`src/rtl/varredura_7seg.sv`:
```
// varredura_7seg: time-multiplexed scan controller for N_DIGITOS common-anode
// digits sharing one 7-segment decoder. A shadow register (exibido) holds the
// value on display; new values wait in a pending register until the frame
// wraps, so a frame never mixes two values. BLANK dead time between digits
// prevents ghosting.
// Optional: define ZERO_SUPPRESS_EN for leading-zero suppression.
// Every output is a register, updated one cycle after the scan state that
// produced it; quadro_fim rises on the same edge that loads exibido.
module varredura_7seg #(
    parameter int N_DIGITOS    = 4,
    parameter int DIV_CICLOS   = 50000,
    parameter int BLANK_CICLOS = 16
) (
    input  logic                                               clk,
    input  logic                                               rst,
    input  logic                                               carga,
    input  logic [4*N_DIGITOS-1:0]                             dado,
    output logic                                               pendente,
    output logic [3:0]                                         codigo,
    output logic [N_DIGITOS-1:0]                               anodo,
    output logic                                               apagar,
    output logic [((N_DIGITOS > 1) ? $clog2(N_DIGITOS) : 1)-1:0] digito,
    output logic                                               quadro_fim
);

    localparam int DW   = (N_DIGITOS > 1) ? $clog2(N_DIGITOS) : 1;
    localparam int MAXC = (DIV_CICLOS > BLANK_CICLOS) ? DIV_CICLOS : BLANK_CICLOS;
    localparam int CW   = $clog2(MAXC + 1);

    localparam logic [CW-1:0] ATIVO_ULT = CW'(DIV_CICLOS - 1);
    localparam logic [CW-1:0] BLANK_ULT = CW'((BLANK_CICLOS > 0) ? BLANK_CICLOS - 1 : 0);
    localparam logic [DW-1:0] DIG_ULT   = DW'(N_DIGITOS - 1);

    typedef enum logic {BLANK, ATIVO} estado_t;

    estado_t               estado, estado_prox;
    logic [DW-1:0]         idx, idx_prox;
    logic [CW-1:0]         cnt, cnt_prox;
    logic                  wrap;
    logic                  blank_fim, ativo_fim;
    logic                  suprimir;

    logic [4*N_DIGITOS-1:0] exibido;
    logic [4*N_DIGITOS-1:0] pend;

    logic [N_DIGITOS-1:0]  anodo_prox;
    logic                  apagar_prox;
    logic [3:0]            codigo_prox;

    assign blank_fim = (BLANK_CICLOS == 0) || (cnt == BLANK_ULT);
    assign ativo_fim = (cnt == ATIVO_ULT);

`ifdef ZERO_SUPPRESS_EN
    // digit idx>0 goes dark when it and every more significant nibble are zero
    assign suprimir = (idx != '0) && ((exibido >> {idx, 2'b00}) == '0);
`else
    assign suprimir = 1'b0;
`endif

    // scan state register
    always_ff @(posedge clk) begin
        if (rst) begin
            estado <= BLANK;
            idx    <= '0;
            cnt    <= '0;
        end else begin
            estado <= estado_prox;
            idx    <= idx_prox;
            cnt    <= cnt_prox;
        end
    end

    // next scan state: dwell counting, digit advance, frame wrap detection
    always_comb begin
        estado_prox = estado;
        idx_prox    = idx;
        cnt_prox    = cnt + 1'b1;
        wrap        = 1'b0;
        case (estado)
            BLANK: begin
                if (blank_fim) begin
                    estado_prox = ATIVO;
                    cnt_prox    = '0;
                end
            end
            ATIVO: begin
                if (ativo_fim) begin
                    cnt_prox    = '0;
                    estado_prox = (BLANK_CICLOS == 0) ? ATIVO : BLANK;
                    if (idx == DIG_ULT) begin
                        idx_prox = '0;
                        wrap     = 1'b1;
                    end else begin
                        idx_prox = idx + 1'b1;
                    end
                end
            end
            default: begin
                estado_prox = BLANK;
                cnt_prox    = '0;
            end
        endcase
    end

    // display outputs for the current scan state; codigo holds through BLANK
    always_comb begin
        anodo_prox  = '1;
        apagar_prox = 1'b1;
        codigo_prox = codigo;
        if (estado == ATIVO) begin
            codigo_prox = 4'(exibido >> {idx, 2'b00});
            if (!suprimir) begin
                anodo_prox  = ~(N_DIGITOS'(1) << idx);
                apagar_prox = 1'b0;
            end
        end
    end

    // pending/shadow value handling; exibido only moves at a frame wrap
    always_ff @(posedge clk) begin
        if (rst) begin
            exibido    <= '0;
            pend       <= '0;
            pendente   <= 1'b0;
            quadro_fim <= 1'b0;
        end else begin
            quadro_fim <= wrap;
            if (wrap) begin
                pendente <= 1'b0;
                if (carga)
                    exibido <= dado;
                else if (pendente)
                    exibido <= pend;
            end else if (carga) begin
                pend     <= dado;
                pendente <= 1'b1;
            end
        end
    end

    // registered display outputs
    always_ff @(posedge clk) begin
        if (rst) begin
            anodo  <= '1;
            apagar <= 1'b1;
            codigo <= 4'h0;
            digito <= '0;
        end else begin
            anodo  <= anodo_prox;
            apagar <= apagar_prox;
            codigo <= codigo_prox;
            digito <= idx;
        end
    end

endmodule

```
`config.mk`:
```
export PLATFORM = sky130hd
export DESIGN_NAME = varredura_7seg
export DESIGN_NICKNAME = d
export VERILOG_FILES = /design/src/rtl/varredura_7seg.sv
export SDC_FILE = /design/constraint.sdc
export NUM_CORES = 1
export LEC_CHECK = 0
export CAP_MARGIN = 10
export CELL_PAD_IN_SITES_DETAIL_PLACEMENT = 1
export CELL_PAD_IN_SITES_GLOBAL_PLACEMENT = 1
export CORE_MARGIN = 2
export CORE_UTILIZATION = 35
export DETAILED_ROUTE_END_ITERATION = 16
export PLACE_DENSITY = 0.69
export SYNTH_ARGS = -nofsm -noshare
export SYNTH_HDL_FRONTEND = slang
export SYNTH_SLANG_ARGS = --single-unit
```
`constraint.sdc`:
```
create_clock -name clk -period 2.4 [get_ports clk]
set_clock_uncertainty 0.2 [all_clocks]
set_input_delay 0.48 -clock clk [delete_from_list [all_inputs] [get_ports clk]]
set_output_delay 0.48 -clock clk [all_outputs]
set_load 0.01 [all_outputs]
```
# Word level (Yosys, flattened, before mapping)
# Cells that the tools add are included.
[word_totals] register_bits=64 inputBits=19
[op_classes] reduce_logical=6 n_bitwise=3 shift=2 n_addsub=2 eq_ne=3 mux=13
[ops] op="16-bit 2-to-1 mux" n=4
[ops] op="16-bit case mux with 2 select lines" n=1
[ops] op="16-bit by 1-bit adder with 16-bit output (second input constant)" n=1
[ops] op="16-bit == test (second input constant)" n=1
[ops] op="16-bit by 4-bit == test with 1-bit output (second input constant)" n=1
[ops] op="16-bit by 4-bit >> shifter with 4-bit output" n=1
[ops] op="1-bit 2-to-1 mux" n=6
[ops] op="2-bit AND reduction" n=3
[ops] op="4-bit inverter" n=1
[ops] op="2-bit OR reduction" n=2
[ops] op="1-bit by 2-bit left shift with 4-bit output (first input constant)" n=1
[ops] op="2-bit by 1-bit adder with 2-bit output (second input constant)" n=1
[ops] op="2-bit == test (second input constant)" n=1
[ops] op="2-bit 2-to-1 mux" n=1
[ops] op="1-bit inverter" n=2
[ops] op="1-bit case mux with 2 select lines" n=1
[ops] op="2-bit nonzero test" n=1

# Depth between registers and ports, before layout
[logic_depth] word_depth=6 ltp_mapped=7 depth_no_buf=5

# Least setup slack after synthesis
# OpenSTA, ideal clock, no wires.
[synth_path] path_type="flip-flop to flip-flop" from="reg cnt[5]" to="reg pend[0]" n_path_buf=2 required_ns=2.080 arrival_time_ns=1.983 stages_incl_launch_ff=7 path_slack_ns=0.097 cell_sequence="dfxtp_1 or4_4 or4_4 o21a_1 buf_6 buf_6 mux2i_1"
[synth_between] elab_chain_cells=5
[synth_lines] element="start, declared" line_no="38" rtl="logic [CW-1:0] cnt, cnt_prox;"
[synth_lines] element="start signal, assigned" line_no="69" rtl="cnt <= cnt_prox;"
[synth_lines] element="16-bit == test" line_no="51" rtl="assign ativo_fim = (cnt == ATIVO_ULT);"
[synth_lines] element="1-bit 2-to-1 mux" line_no="87" rtl="if (ativo_fim) begin"
[synth_lines] element="1-bit 2-to-1 mux" line_no="79" rtl="case (estado)"
[synth_lines] element="1-bit inverter (no line)"
[synth_lines] element="2-bit AND reduction (no line)"
[synth_lines] element="end signal, assigned" line_no="135" rtl="pend <= dado;"
[synth_lines] element="end, declared" line_no="44" rtl="logic [4*N_DIGITOS-1:0] pend;"
# Every way passes these cells.
# A chain may end at the register's enable or synchronous reset.

# Worst setup path after layout
[layout_path] from="reg cnt[12]" to="reg pend[8]"
# The elaborated chain is that of the path after synthesis.

==> impl_results.md <==
- Post-DP HPWL: 4740 µm
- Fin util: 44.4%
- CTS tree: yes
- Synth warn: 0
- ANT cells: 0
- Clock Path Buffers: 2
- Synthesized flop and latch total: 64
- Crit-path max FO: 16
- Number of global-route vias before repair: 2397
- Final #Nets: 361
- Clk Latency, worst-skew pair: 0.35 ns
- H-tree Lvls: 3
- IO Port Bufs: 31
- DRC viols: 0
- Row count: 33
- Fmax: 0.434 GHz
- Initial Util: 35.9%
- DR vias: 2325
- Max-cap violations: 0
- Vias/cell: 5.21
- CP required: 2.43 ns
- Worst hold path type: reg2reg
- Synthesized area: 2920 µm²
- Global-route wire length before repair: 11500 µm
- Slew of the pin with the lowest slew margin: 0.524 ns
- Rel. slew slack: 65.1%
- Post-route insts no fill: 446
- Leakage: 1.30 nW
- Status: completed
- Largest cells by area after synthesis: dfxtp_1, mux2i_1, nand2b_1
- Top-Level Pins: 32
- Die Width: 95.3 µm
- Most frequent cells after synthesis: dfxtp_1, mux2i_1, nand2b_1
- Crit start category: flop
- Routed WL per cell: 15.2 µm
- Post-synth EDFFs: 0
- # setup viols final: 0
- Cells after Synth: 301
- Yosys top cell area share: 43.9%
- Antenna violations before repair: 0
- Sum Neg Setup Slack: 0 ns
- Pre-antenna DRT Iters: 4
- Dpl cells: 431
- Postcts setup bufs: 0
- PwrDens: 568 nW/µm²
- Clk sink count: 64
- 1st-iter DRT viols: 62
- Yosys top cell by area: dfxtp_1
- WL final: 6770 µm
- Post-CTS sizing: 0
- Peak supply drop: 0.000292 V
- Worst Setup End Kind: flop
- Die Y: 95.3 µm
- Pins over their slew limit: 0
- Post-synth ARST share: 0%
- Core area: 8130 µm²
- Syn nets: 325
- Global route overflow: 0
- Clock Tree Root: clkbuf_8
- Clock-pin slew on the worst setup and hold paths: 0.06 ns
- Routed Antenna Nets: 0
- Die area: 9080 µm²
- Crit path DAT: 2.34 ns
- RSZ-0062 raised after global routing: no
- Final Hold Fails: 0
- Largest net degree at the start of global routing: 36
- Post-synth cell types: 31
- Area Growth Syn to Fin: 23.7%
- Layout cell share with drive strength beyond 1: 11.4%
- Routability cong.: 0.837
- Fin crit period: 2.30 ns
- Total clock buffers created by CTS: 9
- GRT Resource Usage Total: 16.7%
- Post-cts hold buffer count: 0
- Syn_area_per_cell: 9.69 µm²
- Setup Crit Path Kind: reg2reg
- Sequential-to-total area share from yosys stat: 43.9%
- Main synth FF type: dfxtp_1
- Most frequent cell after synthesis: dfxtp_1
- Part of the cycle the worst path needs: 96.0%
-- worst paths after layout --
kind / start / endpoint / slack, ns / cells after the start
min: pend[1]$_SDFFE_PP0P_ / pend[1]$_SDFFE_PP0P_ / 0.28 / 2
max: cnt[12]$_SDFF_PP0_ / pend[8]$_SDFFE_PP0P_ / 0.1 / 5
max reg2reg: cnt[12]$_SDFF_PP0_ / pend[8]$_SDFFE_PP0P_ / 0.1 / 5
min reg2reg: pend[1]$_SDFFE_PP0P_ / pend[1]$_SDFFE_PP0P_ / 0.28 / 2
-- layout make-up --
type	count	area [µm²]
tap	105	131
inverter	4	15.0
fill	945	4520
timing repair buffer	49	490
multi-input combinational	209	1530
clock buffer	15	166
sequential	64	1280
-- through the flow --
stage,instance area (µm²),worst slack [ns],hold WS (ns),total power [W]
after floorplan,2920,0.0974,0.248,0.00120
after CTS,3610,0.0938,0.278,0.00209
after global placement,3440,0.144,0.256,0.00126
final,3610,0.0967,0.275,0.00205
after detailed placement,3440,0.108,0.268,0.00127
after global routing,3610,0.0211,0.296,0.00214
-- state kept, by name (all words and copies together), names as in the netlist --
name and cells:
pendente 1, anodo 4, estado 1, digito 2, cnt 16, pend 16, exibido 16, idx 2
apagar 1, codigo 4, quadro_fim 1
-- layout by cell type (no fill, tap or decap), types with 8 or more instances in the layout --
master	n
nor2_1	14
a21oi_1	19
clkdlybuf4s50_1	30
mux2i_1	36
nand2b_1	32
clkbuf_8	11
a311oi_1	16
nor3_1	12
nand3_1	8
nand2_1	12
dfxtp_1	64
buf_4	14
-- cell families (layout without fill, tap and decap cells) --
| family | Yosys count | after routing | share of synthesized area (%) |
|---|---|---|---|
| buf+inv | 28 | 68 | 4.20 |
| simple gates | 106 | 106 | 20.3 |
| compound gates | 49 | 49 | 11.3 |
| flops | 64 | 64 | 43.9 |
| mux | 40 | 40 | 15.4 |
| fa+ha+maj | 5 | 5 | 2.14 |
| xor+xnor | 9 | 9 | 2.70 |
-- power breakdown --
group	switching, W	internal [W]	total, W
registers	0.0000142	0.00108	0.00110
logic	0.0000652	0.0000788	0.000144
clock network	0.000381	0.000428	0.000809
total	0.000461	0.00159	0.00205
-- critical path: stages, from the launching register on --
cell and delay [ns]:
dfxtp_1 0.32, or4_4 0.56, or4_4 0.60, o21a_1 0.22, buf_12 0.17, mux2i_1 0.12
-- routing by layer --
layer	wire, µm	share of wire, %	track usage [%]	vias to the layer above
li1	-	-	-	1166
met1	3120	46	20.1	1113
met2	3270	48	28.1	32
met3	242	3.6	4.27	14
met4	138	2.0	7.00	0
met5	0	0	0	-
Note: power is estimated with default switching activity, not from simulation.
